==> src/rtl/llc_mshr_table.sv <==
// llc_mshr_table: LLC miss-status holding table (set conflict lookup, inv-ack tracking, completion port); optional LLC_MSHR_CONFLICT_BLOCK_EN refuses same-set allocations
module llc_mshr_table #(
  parameter int N_ENTRIES   = 4,
  parameter int SET_BITS    = 9,
  parameter int TAG_BITS    = 17,
  parameter int WAY_BITS    = 4,
  parameter int ID_BITS     = 4,
  parameter int INVACK_BITS = 4,
  localparam int IDX_W = $clog2(N_ENTRIES),
  localparam int CNT_W = $clog2(N_ENTRIES + 1)
) (
  input  logic                   clk_i,
  input  logic                   rst_ni,
  input  logic                   alloc_valid_i,
  output logic                   alloc_ready_o,
  input  logic [SET_BITS-1:0]    alloc_set_i,
  input  logic [TAG_BITS-1:0]    alloc_tag_i,
  input  logic [WAY_BITS-1:0]    alloc_way_i,
  input  logic [ID_BITS-1:0]     alloc_req_id_i,
  input  logic [INVACK_BITS-1:0] alloc_invack_cnt_i,
  output logic [IDX_W-1:0]       alloc_idx_o,
  input  logic [SET_BITS-1:0]    lookup_set_i,
  output logic                   lookup_hit_o,
  output logic [IDX_W-1:0]       lookup_idx_o,
  input  logic                   invack_valid_i,
  input  logic [IDX_W-1:0]       invack_idx_i,
  input  logic                   retire_valid_i,
  input  logic [IDX_W-1:0]       retire_idx_i,
  output logic                   done_valid_o,
  input  logic                   done_ready_i,
  output logic [IDX_W-1:0]       done_idx_o,
  output logic [ID_BITS-1:0]     done_req_id_o,
  output logic [WAY_BITS-1:0]    done_way_o,
  output logic [CNT_W-1:0]       mshr_cnt_o,
  output logic                   full_o,
  output logic                   empty_o,
  output logic                   err_o
);
  logic [N_ENTRIES-1:0]   valid_q, valid_d, rep_q, rep_d;
  logic [SET_BITS-1:0]    set_q [N_ENTRIES];
  logic [SET_BITS-1:0]    set_d [N_ENTRIES];
  logic [TAG_BITS-1:0]    tag_q [N_ENTRIES];
  logic [TAG_BITS-1:0]    tag_d [N_ENTRIES];
  logic [WAY_BITS-1:0]    way_q [N_ENTRIES];
  logic [WAY_BITS-1:0]    way_d [N_ENTRIES];
  logic [ID_BITS-1:0]     id_q  [N_ENTRIES];
  logic [ID_BITS-1:0]     id_d  [N_ENTRIES];
  logic [INVACK_BITS-1:0] cnt_q [N_ENTRIES];
  logic [INVACK_BITS-1:0] cnt_d [N_ENTRIES];
  logic                   err_q, err_d;
  logic                   conflict;
  logic                   alloc_fire, done_fire, inv_masked;

  // Priority scans over registered state: lowest free slot, lowest set match, lowest pending completion
  always_comb begin
    alloc_idx_o  = '0;
    lookup_hit_o = 1'b0;
    lookup_idx_o = '0;
    done_valid_o = 1'b0;
    done_idx_o   = '0;
    mshr_cnt_o   = '0;
    conflict     = 1'b0;
    for (int i = N_ENTRIES - 1; i >= 0; i--) begin
      if (!valid_q[i]) alloc_idx_o = IDX_W'(i);
      if (valid_q[i] && set_q[i] == lookup_set_i) begin
        lookup_hit_o = 1'b1;
        lookup_idx_o = IDX_W'(i);
      end
      if (valid_q[i] && cnt_q[i] == '0 && !rep_q[i]) begin
        done_valid_o = 1'b1;
        done_idx_o   = IDX_W'(i);
      end
      conflict   = conflict | (valid_q[i] && set_q[i] == alloc_set_i);
      mshr_cnt_o = mshr_cnt_o + CNT_W'(valid_q[i]);
    end
  end

  assign full_o        = mshr_cnt_o == CNT_W'(N_ENTRIES);
  assign empty_o       = mshr_cnt_o == '0;
  assign err_o         = err_q;
  assign done_req_id_o = done_valid_o ? id_q[done_idx_o] : '0;
  assign done_way_o    = done_valid_o ? way_q[done_idx_o] : '0;
`ifdef LLC_MSHR_CONFLICT_BLOCK_EN
  assign alloc_ready_o = !full_o && !conflict;
`else
  assign alloc_ready_o = !full_o;
`endif
  assign alloc_fire = alloc_valid_i && alloc_ready_o;
  assign done_fire  = done_valid_o && done_ready_i;
  assign inv_masked = retire_valid_i && retire_idx_i == invack_idx_i;

  // Next state: completion accept, then inv-ack, then retire (wins over same-index inv-ack), then allocate
  always_comb begin
    valid_d = valid_q;
    rep_d   = rep_q;
    set_d   = set_q;
    tag_d   = tag_q;
    way_d   = way_q;
    id_d    = id_q;
    cnt_d   = cnt_q;
    err_d   = err_q;
    if (done_fire) rep_d[done_idx_o] = 1'b1;
    if (invack_valid_i && !inv_masked) begin
      if (valid_q[invack_idx_i] && cnt_q[invack_idx_i] != '0) cnt_d[invack_idx_i] = cnt_q[invack_idx_i] - INVACK_BITS'(1);
      else err_d = 1'b1;
    end
    if (retire_valid_i) begin
      if (!valid_q[retire_idx_i]) err_d = 1'b1;
      valid_d[retire_idx_i] = 1'b0;
      rep_d[retire_idx_i]   = 1'b0;
    end
    if (alloc_fire) begin
      valid_d[alloc_idx_o] = 1'b1;
      rep_d[alloc_idx_o]   = 1'b0;
      set_d[alloc_idx_o]   = alloc_set_i;
      tag_d[alloc_idx_o]   = alloc_tag_i;
      way_d[alloc_idx_o]   = alloc_way_i;
      id_d[alloc_idx_o]    = alloc_req_id_i;
      cnt_d[alloc_idx_o]   = alloc_invack_cnt_i;
    end
  end

  // Table state register, cleared asynchronously
  always_ff @(posedge clk_i or negedge rst_ni) begin
    if (!rst_ni) begin
      valid_q <= '0;
      rep_q   <= '0;
      set_q   <= '{default: '0};
      tag_q   <= '{default: '0};
      way_q   <= '{default: '0};
      id_q    <= '{default: '0};
      cnt_q   <= '{default: '0};
      err_q   <= 1'b0;
    end else begin
      valid_q <= valid_d;
      rep_q   <= rep_d;
      set_q   <= set_d;
      tag_q   <= tag_d;
      way_q   <= way_d;
      id_q    <= id_d;
      cnt_q   <= cnt_d;
      err_q   <= err_d;
    end
  end
endmodule

==> config.mk <==
export PLATFORM = sky130hd
export DESIGN_NAME = llc_mshr_table
export DESIGN_NICKNAME = d
export VERILOG_FILES = /design/src/rtl/llc_mshr_table.sv
export SDC_FILE = /design/constraint.sdc
export NUM_CORES = 1
export LEC_CHECK = 0
export ABC_AREA = 1
export CAP_MARGIN = 20
export CORE_ASPECT_RATIO = 1.5
export CORE_MARGIN = 2
export CORE_UTILIZATION = 48
export CTS_CLUSTER_SIZE = 25
export DETAILED_ROUTE_END_ITERATION = 8
export DONT_BUFFER_PORTS = 1
export PLACE_DENSITY = 0.63
export SLEW_MARGIN = 25
export SYNTH_ARGS = -nofsm -noshare
export SYNTH_HDL_FRONTEND = slang
export SYNTH_SLANG_ARGS = --single-unit
==> constraint.sdc <==
create_clock -name clk_i -period 7.2 [get_ports clk_i]
set_clock_uncertainty 0.1 [all_clocks]
set_input_delay 0.72 -clock clk_i [delete_from_list [all_inputs] [get_ports clk_i]]
set_output_delay 0.72 -clock clk_i [all_outputs]
set_load 0.01 [all_outputs]
## Word-level counts from Yosys, hierarchy flattened

Cells that the tools add are included.

| storage, ports and cells | value |
|---|---|
| bits in registers | 93 |
| bits of input ports | 57 |

| operators by class | value |
|---|---|
| bitwise operators | 10 |
| add/sub/neg operators | 4 |
| eq/ne operators | 6 |
| $lt $le $gt $ge | 12 |
| mux-type cells | 64 |
| reductions and logical operators | 34 |

Operators by type and width:

| cell | number |
|---|---|
| bitwise mux 16 bit | 4 |
| 2-to-1 mux 4 bit | 15 |
| 2-to-1 mux 16 bit | 3 |
| bitwise mux 36 bit | 1 |
| equality test 9 bit | 4 |
| binary-select mux 4 bit (select 2 bit) | 3 |
| 2-to-1 mux 2 bit | 12 |
| logical AND 1 bit | 22 |
| demux 9 bit (select 2 bit) | 1 |
| 2-to-1 mux 1 bit | 17 |
| demux 4 bit (select 2 bit) | 2 |
| zero test 4 bit | 4 |
| AND 4 bit | 3 |
| less-than comparator 2 x 3 -> 1 bit (second input constant) | 4 |
| >= comparator 3 bit (second input constant) | 3 |
| 2-to-1 mux 9 bit | 1 |
| NOT 2 -> 3 bit | 3 |
| NOT 4 bit | 2 |
| bitwise OR 4 bit | 2 |
| demux 1 bit (select 2 bit) | 3 |
| >= comparator 2 x 1 -> 1 bit (second input constant) | 3 |
| zero test 1 bit | 6 |
| less-than comparator 3 x 1 -> 1 bit (second input constant) | 2 |
| binary-select mux 1 bit (select 2 bit) | 2 |
| 8 further kinds | 8 |

## Logic depth before layout (Yosys ltp)

| depth | value |
|---|---|
| depth after elaboration | 17 |
| depth in mapped cells | 14 |

## Worst setup path before layout

Ideal clock, no wire load.

| path | value |
|---|---|
| path kind | reg-to-reg |
| start | register valid_q[0] |
| end | register id_q[12] (netlist bit) |
| stages on the path, launching flop included | 12 |
| period minus slack after synthesis | 2.874 ns |
| slack | 4.326 ns |
| data arrival time | 2.644 ns |
| setup time | 0.131 ns |
| cells stage by stage | dfrtp_1 -> fa_1 -> ha_1 -> ha_1 -> or2_1 -> nor2_1 -> inv_2 -> nand2_1 -> inv_1 -> nand2_1 -> clkbuf_1 -> o21ai_0 |

| between the ends | value |
|---|---|
| elaborated cells on any way between the ends | 12 |
| those cells by class | 1 x add/sub; 2 x order compare; 1 x eq/ne; 4 x mux; 1 x bitwise; 3 x reduce/logical |

RTL lines:

| element | RTL line | text |
|---|---|---|
| start: declaration | 39 | `logic [N_ENTRIES-1:0] valid_q, valid_d, rep_q, rep_d;` |
| start signal: assignment | 135 | `valid_q <= valid_d;` |
| adder 3 x 1 -> 3 bit | 74 | `mshr_cnt_o = mshr_cnt_o + CNT_W'(valid_q[i]);` |
| named net mshr_cnt_o[1] | 34 | `output logic [CNT_W-1:0] mshr_cnt_o,` |
| equality test 3 bit | 78 | `assign full_o = mshr_cnt_o == CNT_W'(N_ENTRIES);` |
| named net full_o | 35 | `output logic full_o,` |
| zero test 1 bit | 86 | `assign alloc_ready_o = !full_o;` |
| named net alloc_ready_o | 15 | `output logic alloc_ready_o,` |
| logical AND 1 bit | 88 | `assign alloc_fire = alloc_valid_i && alloc_ready_o;` |
| end signal: assignment | 140 | `id_q <= id_d;` |
| end: declaration | 46 | `logic [ID_BITS-1:0] id_q [N_ENTRIES];` |

The timed path passes the listed nets, and every way through them passes these cells.
A chain may end at the register's enable or synchronous reset.

## Worst setup path in the final report

| path | value |
|---|---|
| start | register valid_q[0] |
| end | output port done_way_o[0] |

| between the ends | value |
|---|---|
| word-level cells in the longest chain between the ends | 8 |
| elaborated cells on any way between the ends | 9 |
| those cells by class | 6 x mux; 1 x bitwise; 2 x reduce/logical |

RTL lines:

| element | RTL line | text |
|---|---|---|
| logical AND 1 bit (2 in a row) | 69 | `if (valid_q[i] && cnt_q[i] == '0 && !rep_q[i]) begin` |
| 2-to-1 mux 2 bit | 69 |  |
| named net done_idx_o[1] | 31 | `output logic [IDX_W-1:0] done_idx_o,` |
| NOT 2 -> 3 bit (not written as such) | 82 | `assign done_way_o = done_valid_o ? way_q[done_idx_o] : '0;` |
| binary-select mux 4 bit (select 2 bit) | 82 |  |
| 2-to-1 mux 4 bit (not written as such) (2 in a row) | 82 |  |
| 2-to-1 mux 4 bit | 82 |  |
| end: declaration | 33 | `output logic [WAY_BITS-1:0] done_way_o,` |

The timed path passes the listed nets, and every way through them passes these cells. The select of a mux whose other input is x is not followed.

==> insert_results.sql <==
INSERT INTO impl_metrics (metric_group, metric, value, unit) VALUES
('global_route', 'grt_first_pass_wirelength', '21.29', 'mm'),
('sta', 'fin_setup_tns', '0', 'ns'),
('yosys', 'synth_area_leaders', 'sky130_fd_sc_hd__dfrtp_1 (45%), sky130_fd_sc_hd__nand2_1 (16%), sky130_fd_sc_hd__o21ai_0 (6.7%)', ''),
('sta', 'fin_crit_sh', '49.51', '%'),
('floorplan', 'die_width', '88.76', 'um'),
('global_route', 'via_count_of_the_first_global_routing_pass', '4259', ''),
('power', 'share_clk_of_total_power', '20.0', '%'),
('sta', 'grt_setup_unrepaired', 'no', ''),
('sta', 'worst_slew_pin_slew', '0.8927', 'ns'),
('flow_run', 'max_cap_violations', '0', ''),
('setup_path', 'timing.critical_path.fanout_max', '20', ''),
('placed_design', 'dp_hpwl', '9.121', 'mm'),
('setup_path', 'cp_slowest_cell', 'sky130_fd_sc_hd__nand2_1', ''),
('clock_tree', 'clkTransAtPathRegs', '0.07', 'ns'),
('setup_path', 'worst_path_largest_cell_delay', '0.56', 'ns'),
('floorplan', 'core', '0.01053', 'mm2'),
('yosys', 'post_synth_most_frequent_cells', 'sky130_fd_sc_hd__nand2_1 (226), sky130_fd_sc_hd__dfrtp_1 (93), sky130_fd_sc_hd__inv_1 (83)', ''),
('power', 'intPower', '1.408', 'mW'),
('outcome', 'run_status', 'finished clean', ''),
('setup_path', 'critical-path-top-cell-by-count', 'sky130_fd_sc_hd__nand2_1', ''),
('global_route', 'antenna_found_initial', '0', ''),
('finish', 'n_antenna_cell', '0', ''),
('yosys', 'synth-edff-count', '0', ''),
('sta', 'fmax', '0.2805', 'GHz'),
('power', 'cellLeakagePower', '2.840', 'nW'),
('finish', 'layout-drive-gt1-share', '6.108', '%'),
('yosys', 'synthDominantAreaCellType', 'sky130_fd_sc_hd__dfrtp_1', ''),
('yosys', 'post-synth-top-count-cell', 'sky130_fd_sc_hd__nand2_1', ''),
('setup_path', 'worstPathBufferInverterCount', '1', ''),
('setup_path', 'critical_path_class', 'flop to output port', ''),
('drt', 'post_drt_via_cell_ratio', '5.295', ''),
('drt', 'drc_errors', '0', ''),
('power', 'power.switching', '1.030', 'mW'),
('placed_design', 'pre_cts_ws', '2.867', 'ns'),
('sta', 'layout_min_cycle_time', '3.565', 'ns'),
('yosys', 'postSynth.topFlopCell', 'sky130_fd_sc_hd__dfrtp_1', ''),
('setup_path', 'path_cells', 'nand2_1, nor3_2, nand2_1, nand3_2, inv_2, nand2_1, a21oi_1', ''),
('clock_tree', 'clock_latency', '0.34', 'ns'),
('drt', 'antenna_left', '0', ''),
('clock_tree', 'clock_tree.buffer_depth', '2', ''),
('clock_tree', 'cts-root-buf', 'sky130_fd_sc_hd__clkbuf_16', ''),
('global_route', 'total_congestion_overflow_after_global_routing', '0', ''),
('power', 'share_seq_of_total_power', '39.0', '%'),
('clock_tree', 'clock_tree.htree_level_count', '3', ''),
('placed_design', 'port_buffers', '0', ''),
('sta', 'report.final.setup_viol', '0', ''),
('power', 'switching_share', '42.25', '%'),
('setup_path', 'cp.depth', '7', ''),
('yosys', 'synth.lib_cells_used.distinct', '35', ''),
('power', 'pwr_density_cell', '436.3', 'mW/mm2'),
('finish', 'area_growth_syn_to_layout', '8.031', '%'),
('drt', 'detailroute.via_count', '4490', ''),
('sta', 'smallest_setup_slack_after_layout', '3.635', 'ns'),
('clock_tree', 'cts_tree', 'built', ''),
('worst_hold_path', 'worst_hold_path_type', 'input pin to asynchronous set/reset pin', ''),
('sta', 'report.final.hold_viol_count', '0', ''),
('yosys', 'syn-num-nets', '773', ''),
('clock_tree', 'numClockSinks', '93', ''),
('finish', 'fin_nets', '761', ''),
('drt', 'routed_wire_length_per_instance', '15.53', 'um'),
('setup_path', 'cp_data_arrival_time', '2.74', 'ns'),
('yosys', 'syn_avg_cell_area', '7.265', 'um2'),
('drt', 'dr.first_iter.drc_count', '247', ''),
('placed_design', 'place_congestion', '0.8655', ''),
('yosys', 'yosys_warnings', '0', ''),
('sta', 'final-max-slew-violation-count', '0', ''),
('power', 'p_comb_share', '41.0', '%'),
('yosys', 'share_of_flip_flops_with_an_asynchronous_set_or_reset_after_synthesis', '100.0', '%'),
('drt', 'detailedRoute.firstPassIterationCount', '5', ''),
('clock_tree', 'cts_inserted_buffers', '9', ''),
('yosys', 'syn-instance-count', '712', '');
## sequential cells by signal, summed over array words and instances, names as in the netlist
signal	cells
set_q	36
cnt_q	16
id_q	16
way_q	16
rep_q	4
valid_q	4
err_o	1
## worst paths after layout
check                                     end  slack [ns]       start
max in group asynchronous           set_q[31]        6.43      rst_ni
worst max register to register       cnt_q[5]        3.67  valid_q[0]
worst min register to register       way_q[9]        0.38    way_q[9]
min in group clk_i                   way_q[9]        0.38    way_q[9]
worst max-delay path            done_way_o[0]        3.64  valid_q[0]
worst min-delay path                set_q[16]        0.19      rst_ni
## per-layer routing
layer	global-route usage [%]	wire length [um]	up-vias
met5	0	0	-
met4	8.754	378	0
met3	4.271	463	29
met2	40.51	7009	88
met1	28.58	5313	2124
li1	-	-	2249
## kinds of logic (layout without fill, tap and decap cells)
group | after synthesis | after routing | synth area share [%]
flip-flops | 93 | 93 | 44.99
AO/OA/AOI/OAI | 123 | 123 | 12.43
buffers and inverters | 113 | 105 | 8.660
AND/OR/NAND/NOR | 364 | 364 | 30.26
XOR/XNOR | 15 | 15 | 2.540
adder cells (fa/ha/maj) | 4 | 4 | 1.113
## final cells by class
cell class | instances | area (um2) | area share (%)
clock inverter | 3 | 43.79 | 0.7837
inverter | 88 | 330.3 | 5.911
tap | 144 | 180.2 | 3.224
clock buffer | 12 | 266.5 | 4.769
multi-input combinational | 506 | 2405 | 43.04
timing repair buffer | 2 | 35.03 | 0.6270
sequential | 93 | 2327 | 41.65
## power groups by stage
stage          logic [mW]  clock network, mW  registers, mW
3_3_place_gp        0.956                  0          0.948
5_1_grt              1.14              0.519          0.981
3_5_place_dp        0.987                  0          0.958
4_1_cts              1.00              0.496          0.949
6_report            0.999              0.488          0.952
2_1_floorplan       0.806                  0          0.898
## per-stage QoR
step | total power, mW | util, % | instance area [um2] | hold slack [ns] | std cells
floorplan | 1.704 | - | 5172 | 0.3244 | 712
global placement | 1.904 | 49.80 | 5245 | 0.3265 | 832
detailed placement | 1.945 | 49.80 | 5245 | 0.3261 | 832
CTS | 2.449 | 53.01 | 5583 | 0.2159 | 848
global route | 2.645 | 53.05 | 5588 | 0.2217 | 848
finish | 2.438 | 53.05 | 5588 | 0.1869 | 848
## cell usage in the layout (no fill, tap or decap), types with 9 or more instances in the layout
cell type                     n
sky130_fd_sc_hd__nand2_1    225
sky130_fd_sc_hd__xnor2_1     11
sky130_fd_sc_hd__nor2_1      35
sky130_fd_sc_hd__nand3_1     66
sky130_fd_sc_hd__inv_1       82
sky130_fd_sc_hd__o21ai_0     69
sky130_fd_sc_hd__o21ai_1     23
sky130_fd_sc_hd__nor2_2       9
sky130_fd_sc_hd__dfrtp_1     93
sky130_fd_sc_hd__a21oi_1     18
sky130_fd_sc_hd__clkbuf_16    9
## repair_timing
action / CTS / global route
buffers inserted: 0 / 0
setup endpoints to repair: 0 / 0
resized for setup: 0 / 0
hold buffers: 1 / 0
hold endpoints to repair: 93 / 0
Power figures use the tool's default switching activity.
